[config.mk]
export PLATFORM = sky130hd
export DESIGN_NAME = battle_ctrl_n_flat
export DESIGN_NICKNAME = d
export VERILOG_FILES = /design/src/rtl/battle_ctrl_n_if.sv /design/src/rtl/battle_ctrl_n.sv /design/src/flat_wrapper.sv
export SDC_FILE = /design/constraint.sdc
export NUM_CORES = 1
export LEC_CHECK = 0
export ABC_AREA = 1
export ABC_CLOCK_PERIOD_IN_PS = 2600
export CAP_MARGIN = 10
export CORE_MARGIN = 10
export CORE_UTILIZATION = 45
export DETAILED_ROUTE_END_ITERATION = 7
export PLACE_DENSITY = 0.79
export SYNTH_ARGS = -nofsm -noshare
export SYNTH_HDL_FRONTEND = slang
export SYNTH_SLANG_ARGS = --single-unit
[constraint.sdc]
create_clock -name clk -period 2.6 [get_ports clk]
set_input_delay 0.52 -clock clk [delete_from_list [all_inputs] [get_ports clk]]
set_output_delay 0.52 -clock clk [all_outputs]
set_load 0.01 [all_outputs]
[src/rtl/battle_ctrl_n_if.sv]
// Handshake bundle between the battle menu/datapath and the battle controller FSM.
// The master drives player commands and datapath status; the slave returns state, strobes and flags.
interface battle_ctrl_n_if #(
  parameter int PARTY_N = 3
);
  localparam int SLOT_W = $clog2(PARTY_N);

  logic               go;
  logic [1:0]         move_op;
  logic               p_faster;
  logic               ai_dead;
  logic [PARTY_N-1:0] party_alive;
  logic               catch_success;

  logic [3:0]         state_code;
  logic               apply_ai_damage;
  logic               apply_p_damage;
  logic               p_heal;
  logic               catch;
  logic               catch_fail;
  logic               switch_en;
  logic               victory;
  logic               loss;
  logic               caught;
  logic [SLOT_W-1:0]  active_slot;
  logic               catch_denied;

  modport master (
    output go, move_op, p_faster, ai_dead, party_alive, catch_success,
    input  state_code, apply_ai_damage, apply_p_damage, p_heal, catch, catch_fail,
           switch_en, victory, loss, caught, active_slot, catch_denied
  );

  modport slave (
    input  go, move_op, p_faster, ai_dead, party_alive, catch_success,
    output state_code, apply_ai_damage, apply_p_damage, p_heal, catch, catch_fail,
           switch_en, victory, loss, caught, active_slot, catch_denied
  );
endinterface

[src/rtl/battle_ctrl_n.sv]
// Turn-based battle controller: sequences attack/heal/catch/switch turns, applies
// victory/loss/forced-switch overrides and Moore-decodes datapath strobes from state.
module battle_ctrl_n #(
  parameter int PARTY_N   = 3,
  parameter int MAX_CATCH = 3
) (
  input  logic           clk,
  input  logic           reset_n,
  battle_ctrl_n_if.slave bus
);
  localparam int SLOT_W = $clog2(PARTY_N);
  localparam int CNT_W  = $clog2(MAX_CATCH + 1);

  typedef enum logic [3:0] {
    S_MENU      = 4'd0,
    S_PATK      = 4'd1,
    S_AIATK     = 4'd2,
    S_HEAL      = 4'd3,
    S_CATCH     = 4'd4,
    S_CATCHFAIL = 4'd5,
    S_SWITCH    = 4'd6,
    S_VICTORY   = 4'd7,
    S_LOSS      = 4'd8,
    S_CAUGHT    = 4'd9
  } state_t;

  state_t            r_state;
  logic [SLOT_W-1:0] r_slot;
  logic [CNT_W-1:0]  r_catchCnt;
  logic              r_forced;
  logic              r_pFaster;
  logic              r_pAtkPend;
  logic              r_catchDenied;

  state_t            w_stateNext;
  logic              w_forcedNext;
  logic              w_pFasterNext;
  logic              w_pAtkPendNext;
  logic              w_cntInc;
  logic              w_deniedNext;
  logic [SLOT_W-1:0] w_nextSlot;
  logic              w_otherAlive;
  logic              w_terminal;

  // Nearest alive slot after the active one; descending loop lets the smallest offset win.
  always_comb begin
    w_nextSlot   = r_slot;
    w_otherAlive = 1'b0;
    for (int k = PARTY_N - 1; k >= 1; k--) begin
      if (bus.party_alive[(int'(r_slot) + k) % PARTY_N]) begin
        w_nextSlot   = SLOT_W'((int'(r_slot) + k) % PARTY_N);
        w_otherAlive = 1'b1;
      end
    end
  end

  assign w_terminal = (r_state == S_VICTORY) || (r_state == S_LOSS) || (r_state == S_CAUGHT);

  always_comb begin
    w_stateNext    = r_state;
    w_forcedNext   = r_forced;
    w_pFasterNext  = r_pFaster;
    w_pAtkPendNext = 1'b0;
    w_cntInc       = 1'b0;
    w_deniedNext   = 1'b0;
    if (!w_terminal) begin
      if (bus.ai_dead) begin
        w_stateNext = S_VICTORY;
      end else if (bus.party_alive == '0) begin
        w_stateNext = S_LOSS;
      end else if (!bus.party_alive[r_slot] && (r_state != S_SWITCH)) begin
        w_stateNext  = S_SWITCH;
        w_forcedNext = 1'b1;
      end else begin
        case (r_state)
          S_MENU: begin
            if (bus.go) begin
              w_pFasterNext = bus.p_faster;
              case (bus.move_op)
                2'b00: begin
                  w_stateNext    = bus.p_faster ? S_PATK : S_AIATK;
                  w_pAtkPendNext = !bus.p_faster;
                end
                2'b01: begin
                  if (r_catchCnt < CNT_W'(MAX_CATCH)) begin
                    w_stateNext = S_CATCH;
                    w_cntInc    = 1'b1;
                  end else begin
                    w_deniedNext = 1'b1;
                  end
                end
                2'b10: begin
                  if (w_otherAlive) begin
                    w_stateNext  = S_SWITCH;
                    w_forcedNext = 1'b0;
                  end
                end
                default: w_stateNext = S_HEAL;
              endcase
            end
          end
          // A pending player attack exists only when the AI moved first in an attack turn.
          S_PATK:      w_stateNext = r_pFaster ? S_AIATK : S_MENU;
          S_AIATK:     w_stateNext = r_pAtkPend ? S_PATK : S_MENU;
          S_HEAL:      w_stateNext = S_AIATK;
          S_CATCH:     w_stateNext = bus.catch_success ? S_CAUGHT : S_CATCHFAIL;
          S_CATCHFAIL: w_stateNext = S_AIATK;
          S_SWITCH:    w_stateNext = r_forced ? S_MENU : S_AIATK;
          default:     w_stateNext = r_state;
        endcase
      end
    end
  end

  always_ff @(posedge clk) begin
    if (!reset_n) begin
      r_state       <= S_MENU;
      r_slot        <= '0;
      r_catchCnt    <= '0;
      r_forced      <= 1'b0;
      r_pFaster     <= 1'b0;
      r_pAtkPend    <= 1'b0;
      r_catchDenied <= 1'b0;
    end else begin
      r_state       <= w_stateNext;
      r_forced      <= w_forcedNext;
      r_pFaster     <= w_pFasterNext;
      r_pAtkPend    <= w_pAtkPendNext;
      r_catchDenied <= w_deniedNext;
      if (w_cntInc) begin
        r_catchCnt <= r_catchCnt + CNT_W'(1);
      end
      if ((r_state == S_SWITCH) && w_otherAlive) begin
        r_slot <= w_nextSlot;
      end
    end
  end

  assign bus.state_code      = r_state;
  assign bus.apply_ai_damage = (r_state == S_PATK);
  assign bus.apply_p_damage  = (r_state == S_AIATK);
  assign bus.p_heal          = (r_state == S_HEAL);
  assign bus.catch           = (r_state == S_CATCH);
  assign bus.catch_fail      = (r_state == S_CATCHFAIL);
  assign bus.switch_en       = (r_state == S_SWITCH);
  assign bus.victory         = (r_state == S_VICTORY);
  assign bus.loss            = (r_state == S_LOSS);
  assign bus.caught          = (r_state == S_CAUGHT);
  assign bus.active_slot     = r_slot;
  assign bus.catch_denied    = r_catchDenied;
endmodule

[src/flat_wrapper.sv]
// flat-port wrapper written by rule: the top's interface ports become plain ports
module battle_ctrl_n_flat 
#(
  parameter int PARTY_N   = 3,
  parameter int MAX_CATCH = 3
)
  (clk, reset_n, bus_go, bus_move_op, bus_p_faster, bus_ai_dead, bus_party_alive, bus_catch_success, bus_state_code, bus_apply_ai_damage, bus_apply_p_damage, bus_p_heal, bus_catch, bus_catch_fail, bus_switch_en, bus_victory, bus_loss, bus_caught, bus_active_slot, bus_catch_denied);
  battle_ctrl_n_if #(.PARTY_N(PARTY_N)) bus_i ();
  input  logic clk;
  input  logic reset_n;
  input wire logic [$bits(bus_i.go)-1:0] bus_go;
  input wire logic [$bits(bus_i.move_op)-1:0] bus_move_op;
  input wire logic [$bits(bus_i.p_faster)-1:0] bus_p_faster;
  input wire logic [$bits(bus_i.ai_dead)-1:0] bus_ai_dead;
  input wire logic [$bits(bus_i.party_alive)-1:0] bus_party_alive;
  input wire logic [$bits(bus_i.catch_success)-1:0] bus_catch_success;
  output wire logic [$bits(bus_i.state_code)-1:0] bus_state_code;
  output wire logic [$bits(bus_i.apply_ai_damage)-1:0] bus_apply_ai_damage;
  output wire logic [$bits(bus_i.apply_p_damage)-1:0] bus_apply_p_damage;
  output wire logic [$bits(bus_i.p_heal)-1:0] bus_p_heal;
  output wire logic [$bits(bus_i.catch)-1:0] bus_catch;
  output wire logic [$bits(bus_i.catch_fail)-1:0] bus_catch_fail;
  output wire logic [$bits(bus_i.switch_en)-1:0] bus_switch_en;
  output wire logic [$bits(bus_i.victory)-1:0] bus_victory;
  output wire logic [$bits(bus_i.loss)-1:0] bus_loss;
  output wire logic [$bits(bus_i.caught)-1:0] bus_caught;
  output wire logic [$bits(bus_i.active_slot)-1:0] bus_active_slot;
  output wire logic [$bits(bus_i.catch_denied)-1:0] bus_catch_denied;
  assign bus_i.go = bus_go;
  assign bus_i.move_op = bus_move_op;
  assign bus_i.p_faster = bus_p_faster;
  assign bus_i.ai_dead = bus_ai_dead;
  assign bus_i.party_alive = bus_party_alive;
  assign bus_i.catch_success = bus_catch_success;
  assign bus_state_code = bus_i.state_code;
  assign bus_apply_ai_damage = bus_i.apply_ai_damage;
  assign bus_apply_p_damage = bus_i.apply_p_damage;
  assign bus_p_heal = bus_i.p_heal;
  assign bus_catch = bus_i.catch;
  assign bus_catch_fail = bus_i.catch_fail;
  assign bus_switch_en = bus_i.switch_en;
  assign bus_victory = bus_i.victory;
  assign bus_loss = bus_i.loss;
  assign bus_caught = bus_i.caught;
  assign bus_active_slot = bus_i.active_slot;
  assign bus_catch_denied = bus_i.catch_denied;
  battle_ctrl_n #(.PARTY_N(PARTY_N), .MAX_CATCH(MAX_CATCH)) u_core (.clk(clk), .reset_n(reset_n), .bus(bus_i));
endmodule
# Word-level counts from Yosys, hierarchy flattened
# Index checks and enable logic that the tools add are counted.
# classes
n_addsub,3
magnitude_cmp,4
n_bitwise,9
reduce_logical,22
n_mux,39
eq_ne,15
div,2
# op_table
operator,count
"< comparator 32 x 4 -> 1 bit, second input constant",2
"remainder unit 32 x 3 -> 32 bit, second input constant",2
2-to-1 mux 4 bit,7
one-hot mux 4 bit (6 select lines),1
2-to-1 mux 1 bit,22
"== test 4 x 3 -> 1 bit, second input constant",4
OR reduction 8 bit,2
"inequality test 6 x 3 -> 1 bit, second input constant",2
one-hot mux 4 bit (3 select lines),1
2-to-1 mux 2 bit,5
nonzero test 2 bit,5
NOT 1 bit,9
nonzero test 9 bit,1
"== test 4 x 2 -> 1 bit, second input constant",2
"== test 4 bit, second input constant",2
AND reduction 7 bit,1
binary-select mux 1 bit (select 2 bit),3
AND reduction 6 bit,1
"inequality test 5 x 3 -> 1 bit, second input constant",1
AND reduction 5 bit,1
"== test 4 x 1 -> 1 bit, second input constant",1
logical NOT 4 bit,1
"inequality test 4 x 3 -> 1 bit, second input constant",1
"adder 2 x 1 -> 3 bit, second input constant",1
13 further kinds,16
# totals
elab_cells,101
register_bits,12
output_inout_bits,16
inputBits,11

# Logic depth before layout (Yosys ltp)
# logic_depth
ltp_word,14
ltp_mapped,12

# Worst setup path before layout
# Ideal clock, no wire load.
# synth_timing
path_type,reg-to-reg
from,"register u_core.r_slot[0], in the netlist u_core.bus.active_slot[0]"
to,"register u_core.r_state[0], in the netlist u_core.bus.state_code[0]"
period_less_slack_ns,1.777
required_time_ns,2.486
path_slack_ns,0.823
path_stages_with_launch,11
t_arrival_ns,1.663
setup_time_ns,0.114
path_buffers,0
cell_sequence,dfxtp_1 inv_1 ha_1 a21oi_1 nand2_1 nand4_1 inv_1 nand2_1 nand3_4 nor2_1 nor2_2
# synth_via
elab_chain_len,9
word_cells_on_any_way,24
# synth_rtl
item,line,source
"start, declared",battle_ctrl_n.sv:28,logic [SLOT_W-1:0] r_slot;
"start signal, assigned",battle_ctrl_n.sv:134,r_slot <= w_nextSlot;
adder 2 x 2 -> 3 bit,battle_ctrl_n.sv:50,if (bus.party_alive[(int'(r_slot) + k) % PARTY_N]) begin
remainder unit 32 x 3 -> 32 bit,battle_ctrl_n.sv:50,
binary-select mux 1 bit (select 2 bit),battle_ctrl_n.sv:50,
2-to-1 mux 1 bit (not written as such) (2 in series),battle_ctrl_n.sv:50,
2-to-1 mux 1 bit (2 in series),battle_ctrl_n.sv:50,
inequality test 6 x 3 -> 1 bit (no line),--,
AND reduction 5 bit (no line),--,
"end signal, assigned",battle_ctrl_n.sv:125,r_state <= w_stateNext;
"end, declared",battle_ctrl_n.sv:27,state_t r_state;
# Parallel ways exist; a longest one is shown, timed or not. The select of a mux whose other input is x is not followed.
# A chain may end at the register's enable or synchronous reset.

# Worst setup path after layout
# layout_timing
from,"register u_core.r_state[2], in the netlist u_core.bus.state_code[2]"
to,output bus_apply_p_damage
# layout_via
elab_chain_len,1
# layout_rtl
item,line,source
== test 4 x 2 -> 1 bit,battle_ctrl_n.sv:141,assign bus.apply_p_damage = (r_state == S_AIATK);
"end, declared",flat_wrapper.sv:19,output wire logic [$bits(bus_i.apply_p_damage)-1:0] bus_apply_p_damage;
# Every way passes these cells.

==> metrics.yaml <==
run_status:
  outcome: "completed"
clock_tree:
  cts_tree: "done"
  hold_buffers: 0
  cts_buffers: 3
  cts_sinks: 12
  clock_latency_ns: 0.27
  root_buffer: "clkbuf_4"
  clk_pin_slew_ns: 0.08
  postCtsSetupBuffers: 0
  clock_path_buffers: 2
  htree_levels: 1
  post_cts_resized: 0
final_layout:
  final_cell_mix: "41 x nand2_1, 26 x clkdlybuf4s50_1, 21 x nor2_1, 20 x inv_1, 13 x nand3_1"
  layout_commonest_cell: "nand2_1"
  nets: 215
  fin_util_pct: 61.7
  insertedDiodeCount: 0
  drive_gt1_share_pct: 15.9
  syn2layout_area_growth_pct: 30.0
routing:
  first_pass_iters: 4
  dr.first_iter.drc_count: 65
  wl_per_cell_um: 12.2
  drc: 0
  num_vias: 1137
  vias_per_cell: 5.10
  antenna_left: 0
  totalWireLength_um: 2730
timing:
  skew_ns: 0.00269
  tightest_slew_ns: 0.320
  period_minus_slack_ns: 2.28
  fin_tns_setup_ns: 0
  finalCritPeriodShare_pct: 87.8
  slew_viol_final: 0
  clock.fmax_mhz: 438
  final_hold_viol_count: 0
  max_slew_margin_pct: 78.6
  setup_viol: 0
  rsz0062_at_grt: "false"
  holdWs_ns: 0.465
critical_path:
  worst_ep_required_time_ns: 2.08
  crit_type: "flip-flop to output port"
  end_kind: "output port"
  worstPathMaxFanout: 5
  critPathArrivalTime_ns: 1.76
  start_kind: "flip-flop"
global_routing:
  use_met2_pct: 20.2
  overflow: 0
  grtUsageMet1_pct: 12.8
  antenna_found_initial: 0
  grt_pass1_vias: 1010
  grt_pass1_wl_um: 4160
  grtUsageMet3_pct: 3.22
  top_usage_layer: "met2"
  track_usage_pct: 11.2
  grt_max_degree: 9
job:
  drv_cap: 0
floorplan:
  die_w_um: 68.6
  start_util_pct: 47.5
  fp.coreArea_mm2: 0.00223
  rows: 17
  die_h_um: 68.6
  design.die.area_mm2: 0.00470
  ioPinCount: 27
synth:
  syn_area_mm2: 0.00106
  syn_nets: 184
  yosysUniqueCellTypes: 24
  syn_area_per_cell_um2: 6.39
  yosysWarnings: 0
  synth_cells: 166
  seq_area_frac_synth_pct: 22.6
  ys_seq_elements: 12
worst_hold_path:
  hp-class: "flip-flop to flip-flop"
power_and_ir_drop:
  power.static_leakage_uw: 0.000638
  vdd_ir_drop_max_mv: 0.563
  powerDensity_mw_per_mm2: 939
placed_design:
  detailed_place_hpwl_um: 2330
  gp_congestion: 0.954
  io_buffer_count: 26
[state kept, by name, indices dropped and copies added (netlist names)]
name,flops
u_core.bus.active_slot,2
u_core.bus.catch_denied,1
u_core.bus.state_code,4
u_core.r_catchCnt,2
u_core.r_forced,1
u_core.r_pAtkPend,1
u_core.r_pFaster,1
[cells in the mapped netlist (all sizes together)]
cell | count | share of area [%]
nand2 | 48 | 19
nor2 | 29 | 13
inv | 26 | 9.2
nand3 | 17 | 11
dfxtp | 12 | 23
a21oi | 9 | 4.2
ha | 7 | 8.3
nor3 | 5 | 3.4
o21ai | 5 | 2.4
nand4 | 3 | 1.8
a211oi | 1 | 0.71
and2 | 1 | 0.83
nor3b | 1 | 0.71
nor4 | 1 | 2.0
xor2 | 1 | 0.83
[through the flow]
| stage | setup slack [ns] | power [uW] | instances | cell area [um^2] |
|---|---|---|---|---|
| 2_1_floorplan | 0.823 | 886 | 166 | 1060 |
| 3_3_place_gp | 0.497 | 1170 | 220 | 1360 |
| 3_5_place_dp | 0.461 | 1180 | 220 | 1360 |
| 4_1_cts | 0.313 | 1300 | 223 | 1380 |
| 5_1_grt | 0.198 | 1400 | 223 | 1380 |
| 6_report | 0.316 | 1290 | 223 | 1380 |
[worst paths after layout]
check                                  from                       end  slack [ns]  depth (start not counted)
setup / recovery   u_core.bus.state_code[2]        bus_apply_p_damage        0.32                          4
hold / removal         u_core.r_catchCnt[1]      u_core.r_catchCnt[1]        0.47                          2
setup reg to reg  u_core.bus.active_slot[0]  u_core.bus.state_code[2]        0.64                         10
hold reg to reg        u_core.r_catchCnt[1]      u_core.r_catchCnt[1]        0.47                          2
[cell type report]
cell class | count | area [um^2]
Clock buffer | 3 | 22.5
Fill cell | 203 | 855
Timing Repair Buffer | 26 | 260
Multi-Input combinational cell | 128 | 723
Tap cell | 28 | 35.0
Sequential cell | 12 | 240
Inverter | 26 | 97.6
[report_power, final]
part           leakage [uW]  internal (uW)  switching, uW
logic              0.000526            367            526
registers         0.0000982            228           56.3
clock network     0.0000138           53.7           63.8
[worst max-delay path: stages, from the launching register on]
cell and delay [ns]:
dfxtp_1 0.37, nor2_2 0.22, inv_1 0.10, nor3_1 0.21, clkdlybuf4s50_1 0.59
[kinds of logic after synthesis]
group | count (synthesis) | share of synthesized area (%)
simple gates | 105 | 51.8
buf+inv | 26 | 9.20
compound gates | 15 | 7.31
flops | 12 | 22.6
fa+ha+maj | 7 | 8.25
xor+xnor | 1 | 0.826
[routing by layer]
metal | vias to the layer above | part of all wire [%]
met1 | 518 | 42
li1 | 588 | -
met5 | - | 0
met2 | 28 | 49
met3 | 3 | 8.2
met4 | 0 | 0.29
Power figures use the tool's default switching activity.
